### src/rtl/dcache_tag_ctrl.sv
// rtl/dcache_tag_ctrl.sv - data cache tag store port owner: reset sweep, arbitration, hit compare
module dcache_tag_ctrl #(
    parameter int NUM_WORDS   = 256,
    parameter int INDEX_WIDTH = $clog2(NUM_WORDS),
    parameter int TAG_WIDTH   = 20,
    parameter int DATA_WIDTH  = 32,
    parameter int VALID_BIT   = DATA_WIDTH - 1
) (
    input  logic                      clk_i,
    input  logic                      rst_i,
    input  logic                      lookup_req_i,
    input  logic [INDEX_WIDTH-1:0]    lookup_index_i,
    input  logic [TAG_WIDTH-1:0]      lookup_tag_i,
    output logic                      lookup_gnt_o,
    output logic                      lookup_rvalid_o,
    output logic                      lookup_hit_o,
    input  logic                      update_req_i,
    input  logic [INDEX_WIDTH-1:0]    update_index_i,
    input  logic [TAG_WIDTH-1:0]      update_tag_i,
    input  logic                      update_valid_i,
    output logic                      update_gnt_o,
    input  logic                      flush_req_i,
    output logic                      flush_busy_o,
    output logic                      ts_en_o,
    output logic                      ts_we_o,
    output logic [DATA_WIDTH/8-1:0]   ts_be_o,
    output logic [INDEX_WIDTH-1:0]    ts_addr_o,
    output logic [DATA_WIDTH-1:0]     ts_wdata_o,
    input  logic [DATA_WIDTH-1:0]     ts_rdata_i
);
    typedef enum logic {ST_FLUSH, ST_IDLE} state_e;

    localparam logic [INDEX_WIDTH-1:0] LAST_IDX = INDEX_WIDTH'(NUM_WORDS - 1);

    state_e                 state_q, state_d;
    logic [INDEX_WIDTH-1:0] cnt_q, cnt_d;
    logic                   rvalid_q, rvalid_d;
    logic [TAG_WIDTH-1:0]   tag_q, tag_d;
    logic [DATA_WIDTH-1:0]  upd_entry;
    logic                   unused_rdata;

    always_ff @(posedge clk_i) begin
        if (rst_i) begin
            state_q  <= ST_FLUSH;
            cnt_q    <= '0;
            rvalid_q <= 1'b0;
            tag_q    <= '0;
        end else begin
            state_q  <= state_d;
            cnt_q    <= cnt_d;
            rvalid_q <= rvalid_d;
            tag_q    <= tag_d;
        end
    end

    // Counter wraps to 0 on its own after LAST_IDX since NUM_WORDS is a power of two.
    always_comb begin
        state_d  = state_q;
        cnt_d    = cnt_q;
        rvalid_d = lookup_gnt_o;
        tag_d    = lookup_gnt_o ? lookup_tag_i : tag_q;
        case (state_q)
            ST_FLUSH: begin
                cnt_d = cnt_q + 1'b1;
                if (cnt_q == LAST_IDX) begin
                    state_d = ST_IDLE;
                end
            end
            ST_IDLE: begin
                if (flush_req_i) begin
                    state_d = ST_FLUSH;
                    cnt_d   = '0;
                end
            end
            default: state_d = ST_FLUSH;
        endcase
    end

    always_comb begin
        upd_entry                  = '0;
        upd_entry[TAG_WIDTH-1:0]   = update_tag_i;
        upd_entry[VALID_BIT]       = update_valid_i;
    end

    always_comb begin
        lookup_gnt_o = 1'b0;
        update_gnt_o = 1'b0;
        flush_busy_o = 1'b1;
        ts_en_o      = 1'b0;
        ts_we_o      = 1'b0;
        ts_be_o      = '1;
        ts_addr_o    = '0;
        ts_wdata_o   = '0;
        if (!rst_i) begin
            case (state_q)
                ST_FLUSH: begin
                    ts_en_o   = 1'b1;
                    ts_we_o   = 1'b1;
                    ts_addr_o = cnt_q;
                end
                ST_IDLE: begin
                    flush_busy_o = 1'b0;
                    if (flush_req_i) begin
                        ts_en_o = 1'b0;
                    end else if (update_req_i) begin
                        update_gnt_o = 1'b1;
                        ts_en_o      = 1'b1;
                        ts_we_o      = 1'b1;
                        ts_addr_o    = update_index_i;
                        ts_wdata_o   = upd_entry;
                    end else if (lookup_req_i) begin
                        lookup_gnt_o = 1'b1;
                        ts_en_o      = 1'b1;
                        ts_addr_o    = lookup_index_i;
                    end
                end
                default: ;
            endcase
        end
    end

    assign lookup_rvalid_o = rvalid_q && !rst_i;
    assign lookup_hit_o    = lookup_rvalid_o && ts_rdata_i[VALID_BIT]
                             && (ts_rdata_i[TAG_WIDTH-1:0] == tag_q);
    assign unused_rdata    = ^ts_rdata_i;
endmodule

### config.mk
export PLATFORM = sky130hd
export DESIGN_NAME = dcache_tag_ctrl
export DESIGN_NICKNAME = d
export VERILOG_FILES = /design/src/rtl/dcache_tag_ctrl.sv
export SDC_FILE = /design/constraint.sdc
export NUM_CORES = 1
export LEC_CHECK = 0
export BUFFER_PORTS_ARGS = -buffer_cell sky130_fd_sc_hd__buf_2
export CAP_MARGIN = 15
export CORE_ASPECT_RATIO = 0.8
export CORE_MARGIN = 2
export CORE_UTILIZATION = 40
export DETAILED_ROUTE_END_ITERATION = 10
export PLACE_DENSITY = 0.9
export SETUP_SLACK_MARGIN = 0.02
export SKIP_LAST_GASP = 1
export SLEW_MARGIN = 25
export SYNTH_ARGS = -nofsm -noshare
export SYNTH_HDL_FRONTEND = slang
export SYNTH_SLANG_ARGS = --single-unit
### constraint.sdc
create_clock -name clk_i -period 1.5 [get_ports clk_i]
set_input_delay 0.225 -clock clk_i [delete_from_list [all_inputs] [get_ports clk_i]]
set_output_delay 0.225 -clock clk_i [all_outputs]
set_load 0.02 [all_outputs]
Word-level counts from Yosys, hierarchy flattened:

Index checks and enable logic that the tools add are counted.

* register bits: 30
* output and inout bits: 51
* logic and storage cells: 44

* $add $sub $neg: 1
* equality and inequality tests: 3
* multiplexer cells: 31
* bitwise operators: 1
* reduce and logical (&&, ||, !) cells: 4

Operators by type and width (number)
* $mux 32: 4
* $mux 8: 5
* $pmux 8 s2: 2
* $eq 20x20->1: 1
* $mux 1: 17
* $add 8x1->8 const B: 1
* $eq 8x8->1 const B: 1
* $pmux 1 s2: 3
* $logic_and 1x1->1: 3
* $ne 2x2->1 const B: 1
* $logic_not 1->1: 1
* $not 1->1: 1

Longest topological paths before layout:

Gate-level depths: netlist of the first run.

* depth after elaboration: 5
* mapped depth: 6

Worst setup path after synthesis of the first run:

OpenSTA, ideal clock, no wires.

* kind: input-to-output
* start point: input port rst_i
* end point: output port lookup_hit_o
* arrival: 1607 ps
* required time: 1275 ps
* setup slack: -332 ps
* cell stages on the path: 4
* buffers on the path: 1
* cell sequence: buf_2 > nor2b_1 > nand4_1 > nor4_1

* longest elaborated chain between the ends: 4

Ends and longest elaborated chain
* start, declared: line 10 `input logic rst_i,`
* $logic_not 1->1: line 122 `assign lookup_rvalid_o = rvalid_q && !rst_i;`
* $logic_and 1x1->1: line 122
* named net lookup_rvalid_o: line 15 `output logic lookup_rvalid_o,`
* $logic_and 1x1->1: line 123 `assign lookup_hit_o = lookup_rvalid_o && ts_rdata_i[VALID_BIT]`
* $logic_and 1x1->1: line 124 `&& (ts_rdata_i[TAG_WIDTH-1:0] == tag_q);`
* end, declared: line 16 `output logic lookup_hit_o,`

The timed path passes the listed nets, and every way through them passes these cells.

Worst setup path in the final report of the first run:

* start point: register tag_q[2]
* end point: output port lookup_hit_o

* longest elaborated chain between the ends: 2

Ends and longest elaborated chain
* start, declared: line 38 `logic [TAG_WIDTH-1:0] tag_q, tag_d;`
* start signal, assigned: line 52 `tag_q <= tag_d;`
* $eq 20x20->1: line 124
* $logic_and 1x1->1: line 124

No other way between the ends.

==> impl_metrics.py, run 1 <==
metrics = {
    "placed_design": {
        "routabilityCongestion": 0.766,
        "placed_area_um2": 2540,
        "place.detailed.instances": 417,
        "io_buffer_count": 118,
        "place.detailed.hpwl_um": 3930,
    },
    "yosys": {
        "synth_async_sr_flop_share_pct": 0,
        "synth.yosys.warnings": 0,
        "synth_enable_flop_cells": 0,
        "synth_sequential_area_ratio_pct": 32.2,
        "postSynthRegisterBits": 30,
        "synthTopCellsByArea": "sky130_fd_sc_hd__dfxtp_1 (32%), sky130_fd_sc_hd__nand2_1 (9.4%), sky130_fd_sc_hd__a21oi_1 (7.5%)",
        "yosys.area.top_type": "sky130_fd_sc_hd__dfxtp_1",
        "synthTopCellsByCount": "sky130_fd_sc_hd__nand2_1 (47), sky130_fd_sc_hd__dfxtp_1 (30), sky130_fd_sc_hd__a21oi_1 (28)",
        "synth_cell_types": 34,
        "synth_top_flop_cell": "sky130_fd_sc_hd__dfxtp_1",
        "synthesis.instances": 243,
        "synthMostInstantiatedCell": "sky130_fd_sc_hd__nand2_1",
        "synth_area_um2": 1870,
        "synth.avg_cell_area_um2": 7.69,
        "synthDominantCellAreaShare_pct": 32.2,
    },
    "die": {
        "top_level_ports": 145,
        "floorplan.die.height_um": 65.1,
        "fp.dieArea_um2": 5240,
        "initial_utilization_pct": 41.1,
        "fp.dieW_um": 80.4,
        "core_area_um2": 4540,
        "num_rows": 22,
    },
    "clock_network": {
        "source_to_sink_clock_delay_at_the_later_pin_of_the_worst_skew_pair_ps": 270,
        "ctsLongestPathBuffers": 2,
        "cts.reportedPaths.clkPinSlew_ps": 60,
        "tritoncts_num_sinks": 30,
        "cts_root_buf": "sky130_fd_sc_hd__clkbuf_8",
        "tritoncts_clock_tree": "built",
        "tritoncts.num_buffers": 5,
        "cts_stage_hold_buffer_count": 0,
        "cts-htree-levels": 2,
    },
    "worst_hold_path": {
        "holdPathEnd": "tag_q[5]",
        "hold_path_depth": 3,
        "min_path_type": "in -> reg",
        "holdCritStartpoint": "lookup_tag_i[5]",
    },
    "detailed_routing": {
        "final_wirelength_um": 6130,
        "viasPerCell": 4.99,
        "vias": 2171,
        "final_antenna_net_count": 0,
        "drc_errors": 0,
        "detailed_routing_iterations_pass_1": 4,
        "drt-wirelength-per-cell_um": 14.1,
        "drt_iter0_markers": 65,
    },
    "timing": {
        "endpoints_failing_setup": 31,
        "max_freq_mhz": 521,
        "hold_viol_final": 0,
        "rsz0062_at_grt": "true",
        "tns_ps": -4090,
        "layout_setup_ws_ps": -419,
        "max_slew_violation_count": 0,
        "skew_ps": 4.82,
        "post-route-period-util_pct": 128,
        "min_period_ps": 1920,
    },
    "global_routing": {
        "grt_max_degree": 22,
        "overflow": 0,
        "overall_fraction_of_global_route_tracks_in_use_pct": 22.5,
        "grt_antenna_before_repair": 0,
        "global_route_wire_length_before_repair_um": 9220,
        "first_global_vias": 2074,
    },
    "worst_setup_path": {
        "timing.rr.end": "cnt_q[6]",
        "worstPathRequired_ps": 1270,
        "kind_of_end_point_of_the_critical_path": "output pin",
        "crit-reg2reg-launch": "cnt_q[0]",
        "criticalPathCategory": "reg -> out",
        "largest_fanout_on_the_critical_path": 2,
        "worstRegToRegCells": 5,
        "worst-r2r-setup-slack_ps": 110,
        "timing.critical_path.arrival_ps": 1690,
        "timing.critical_path.from_type": "flip-flop",
    },
    "power_and_ir_drop": {
        "power_density_nw_per_um2": 544,
        "worst_ir_drop_vdd_mv": 0.650,
        "design_power_total_uw": 1720,
        "total_leakage_power_uw": 0.00141,
    },
    "cells_and_area": {
        "nNetsFinal": 471,
        "number_of_antenna_repair_diodes": 0,
        "final_util_pct": 69.4,
        "final_design_area_no_fill_um2": 3150,
        "areaGrowthSynthToFinish_pct": 68.8,
        "drive_gt1_share_pct": 51.7,
        "layout.cells.non_filler": 435,
    },
    "run": {
        "timing.max_cap.violations": 0,
    },
    "outcome": {
        "violations_in_the_final_reports": "negative setup slack",
        "run_status": "finished, violations left",
    },
}
how the worst max path moves through the flow:
stage | from | endpoint | slack [ps]
final | tag_q[2] | lookup_hit_o | -420
after global placement | ts_rdata_i[10] | lookup_hit_o | -140
after global routing | tag_q[2] | lookup_hit_o | -510
after CTS | tag_q[8] | lookup_hit_o | -450
after floorplan | tag_q[10] | lookup_hit_o | -20
after detailed placement | tag_q[10] | lookup_hit_o | -200
cell families after synthesis:
kind of cell / Yosys count / share of synthesized area, %
buf+inv: 31 / 10.0
simple gates: 107 / 28.8
compound gates: 43 / 13.5
xor+xnor: 20 / 9.38
mux: 9 / 5.09
flops: 30 / 32.2
fa+ha+maj: 1 / 0.670
other cells: 2 / 0.402
worst max-delay path: stages (launching register included):
cell,delay [ps]
sky130_fd_sc_hd__dfxtp_2,320
sky130_fd_sc_hd__xor2_1,140
sky130_fd_sc_hd__nor4_1,300
sky130_fd_sc_hd__nand4_1,200
sky130_fd_sc_hd__nor4_4,290
sky130_fd_sc_hd__buf_4,170
power by group:
| part | leakage [µW] | switching (µW) | internal (µW) | total, µW |
|---|---|---|---|---|
| sequential | 0.000243 | 5.08 | 804 | 809 |
| clock | 0.0000431 | 264 | 353 | 617 |
| combinational | 0.00112 | 151 | 138 | 289 |
| total | 0.00141 | 420 | 1290 | 1720 |
metrics by stage:
stage / setup WS [ps] / hold WS [ps]
after floorplan: -20.1 / 361
after global placement: -136 / 456
final: -419 / 186
after CTS: -451 / 183
after global routing: -515 / 198
after detailed placement: -201 / 460
sequential cells by signal, indices dropped and copies added (netlist names):
register	cells
cnt_q	8
rvalid_q	1
state_q	1
tag_q	20
repair_timing:
item,in CTS,in global routing
resized for setup,106,11
buffers inserted,6,2
setup endpoints to repair,34,34
pin swaps,22,14
gates cloned,5,0
final cells by class:
type	count	area, µm²
Sequential cell	30	603
Timing Repair Buffer	141	1080
Fill cell	348	1390
Multi-Input combinational cell	197	1310
Clock buffer	6	82.6
Inverter	1	3.75
Tap cell	60	75.1
cell usage in the layout (no fill, tap or decap), types with 2 or more instances in the layout:
cell                        synthesis  layout
sky130_fd_sc_hd__and2_4             0      21
sky130_fd_sc_hd__dfxtp_2            0       2
sky130_fd_sc_hd__o21ai_0            3       3
sky130_fd_sc_hd__buf_2              9      84
sky130_fd_sc_hd__buf_4             16      15
sky130_fd_sc_hd__a31oi_1            2       2
sky130_fd_sc_hd__conb_1             2      15
sky130_fd_sc_hd__nand2b_1           4       4
sky130_fd_sc_hd__nand3_1            2       2
sky130_fd_sc_hd__o2bb2ai_2          0       7
sky130_fd_sc_hd__a21o_4             0       2
sky130_fd_sc_hd__dfxtp_1           30      28
sky130_fd_sc_hd__clkbuf_8           0       6
sky130_fd_sc_hd__buf_6              0      36
sky130_fd_sc_hd__nor2_1            11      11
sky130_fd_sc_hd__nor2b_2            0       2
sky130_fd_sc_hd__buf_16             0       3
sky130_fd_sc_hd__buf_12             0       2
sky130_fd_sc_hd__a21oi_1           28      28
sky130_fd_sc_hd__nand2_1           47      46
sky130_fd_sc_hd__nand4_1            6       6
sky130_fd_sc_hd__xnor2_1           12      12
sky130_fd_sc_hd__nor2_4             0       2
sky130_fd_sc_hd__xor2_1             8       8
sky130_fd_sc_hd__and3_4             1       2
sky130_fd_sc_hd__mux2i_1            8       8
layer usage:
layer / track usage (%) / wire length, µm / vias to the layer above
met1: 24.2 / 2390 / 1007
met2: 44.2 / 3260 / 99
met5: 0 / 0 / -
li1: - / - / 1047
met3: 4.12 / 338 / 18
met4: 6.57 / 144 / 0
No activity file was read; power rests on OpenSTA's default activity.
==> run 2, diff against run 1 <==
CAP_MARGIN = default   (was 15)
CORE_UTILIZATION = 43   (was 40)
PLACE_DENSITY = 0.95   (was 0.9)
clock period = 2.4 ns   (was 1.5 ns; I/O delays follow)
==> impl_metrics.py, run 2 (synthesized netlist as in run 1, its figures left out) <==
metrics = {
    "power_and_ir_drop": {
        "power_density_nw_per_um2": 422,
        "design_power_total_uw": 1060,
        "total_leakage_power_uw": 0.00119,
        "worst_ir_drop_vdd_mv": 0.359,
    },
    "detailed_routing": {
        "final_antenna_net_count": 0,
        "drt_iter0_markers": 52,
        "detailed_routing_iterations_pass_1": 4,
        "drc_errors": 0,
        "final_wirelength_um": 5040,
        "vias": 1959,
        "drt-wirelength-per-cell_um": 12.2,
        "viasPerCell": 4.74,
    },
    "timing": {
        "rsz0062_at_grt": "false",
        "layout_setup_ws_ps": 338,
        "max_slew_violation_count": 0,
        "hold_viol_final": 0,
        "skew_ps": 5.24,
        "endpoints_failing_setup": 0,
        "slew_headroom_pct": 64.6,
        "post-route-period-util_pct": 85.9,
        "max_freq_mhz": 485,
        "worst_pin_slew_ps": 531,
        "tns_ps": 0,
        "min_period_ps": 2060,
    },
    "global_routing": {
        "grt_max_degree": 33,
        "first_global_vias": 1805,
        "global_route_wire_length_before_repair_um": 8000,
        "grt_antenna_before_repair": 0,
        "overall_fraction_of_global_route_tracks_in_use_pct": 20.0,
        "overflow": 0,
    },
    "die": {
        "top_level_ports": 145,
        "fp.dieArea_um2": 4890,
        "core_area_um2": 4180,
        "floorplan.die.height_um": 63.0,
        "fp.dieW_um": 77.7,
        "initial_utilization_pct": 44.7,
        "num_rows": 21,
    },
    "worst_setup_path": {
        "setup.worst_path.start": "state_q",
        "kind_of_end_point_of_the_critical_path": "output pin",
        "timing.critical_path.from_type": "flip-flop",
        "crit-reg2reg-launch": "state_q",
        "criticalPathCategory": "reg -> out",
        "largest_fanout_on_the_critical_path": 9,
        "worstPathRequired_ps": 2040,
        "timing.critical_path.arrival_ps": 1700,
    },
    "cells_and_area": {
        "number_of_antenna_repair_diodes": 0,
        "final_util_pct": 60.3,
        "areaGrowthSynthToFinish_pct": 35.0,
        "nNetsFinal": 450,
        "largest-register": "tag_q",
        "layout_top_registers": "tag_q (20), cnt_q (8)",
        "num-fill-cells": 387,
        "drive_gt1_share_pct": 37.9,
        "final_design_area_no_fill_um2": 2520,
        "final_common_cell": "sky130_fd_sc_hd__buf_2",
        "largest_register_ffs": 20,
        "layout.cells.most_common_list": "sky130_fd_sc_hd__buf_2 (118), sky130_fd_sc_hd__nand2_1 (47), sky130_fd_sc_hd__dfxtp_1 (30)",
    },
    "run": {
        "timing.max_cap.violations": 0,
    },
    "clock_network": {
        "cts.reportedPaths.clkPinSlew_ps": 60,
        "tritoncts_clock_tree": "built",
        "postCtsResizedCells": 0,
        "ctsLongestPathBuffers": 2,
        "cts_stage_hold_buffer_count": 0,
        "tritoncts_num_sinks": 30,
        "cts_root_buf": "sky130_fd_sc_hd__clkbuf_8",
        "postcts_setup_bufs": 0,
        "cts-htree-levels": 2,
        "source_to_sink_clock_delay_at_the_later_pin_of_the_worst_skew_pair_ps": 270,
        "tritoncts.num_buffers": 5,
    },
    "placed_design": {
        "placed_area_um2": 2430,
        "pre_cts_slack_ps": 448,
        "io_buffer_count": 118,
        "place.detailed.hpwl_um": 4030,
        "routabilityCongestion": 0.900,
    },
    "worst_hold_path": {
        "holdCritStartpoint": "lookup_tag_i[1]",
        "min_path_type": "in -> reg",
    },
    "outcome": {
        "run_status": "complete, no violations",
    },
}
[run 2: cell count changes in the layout (fill, tap and decap cells not counted), sizes merged]
cell | before | now
a21o | 2 | 1
clkbuf | 6 | 7
buf | 141 | 122
nor2 | 14 | 13
clkinv | 0 | 1
[run 2: through the flow]
stage / hold WS [ps] / std cells
floorplan: 448 / 256
global placement: 454 / 405
detailed placement: 459 / 405
CTS: 315 / 413
global route: 314 / 413
finish: 321 / 413
[run 2: worst paths after layout]
kind	end	slack (ps)	cells after the start
setup / recovery	ts_addr_o[3]	340	5
hold reg to reg	tag_q[6]	470	2
setup reg to reg	tag_q[17]	820	6
hold / removal	tag_q[1]	320	3
[run 2: critical path: stages, from the launching register on]
cell                        delay (ps)
sky130_fd_sc_hd__dfxtp_1           390
sky130_fd_sc_hd__and2b_1           260
sky130_fd_sc_hd__nand3b_2          120
sky130_fd_sc_hd__nor2_2            320
sky130_fd_sc_hd__o2bb2ai_1         160
sky130_fd_sc_hd__buf_2             180
[run 2: area by class of cell]
cell class              instances  area [µm²]  area share, %
inverters                       1        3.75          0.149
well taps                      57        71.3           2.83
repair buffers                122         621           24.6
clock inverters                 1        5.00          0.199
clock buffers                   7        86.3           3.42
flip-flops and latches         30         601           23.8
multi-input cells             195        1130           45.0
[run 2: metal layers]
layer	vias to the layer above	wire length, µm	global-route usage (%)
li1	1001	-	-
met1	895	2250	24.1
met2	55	2500	35.3
met3	8	202	4.62
met4	0	84	6.03
met5	-	0	0
[run 2: where the power goes]
group / switching [µW] / leakage, µW / internal (µW)
Sequential: 5.91 / 0.000242 / 502
Combinational: 79.6 / 0.000899 / 71.1
Clock: 175 / 0.0000482 / 231
Total: 260 / 0.00119 / 804
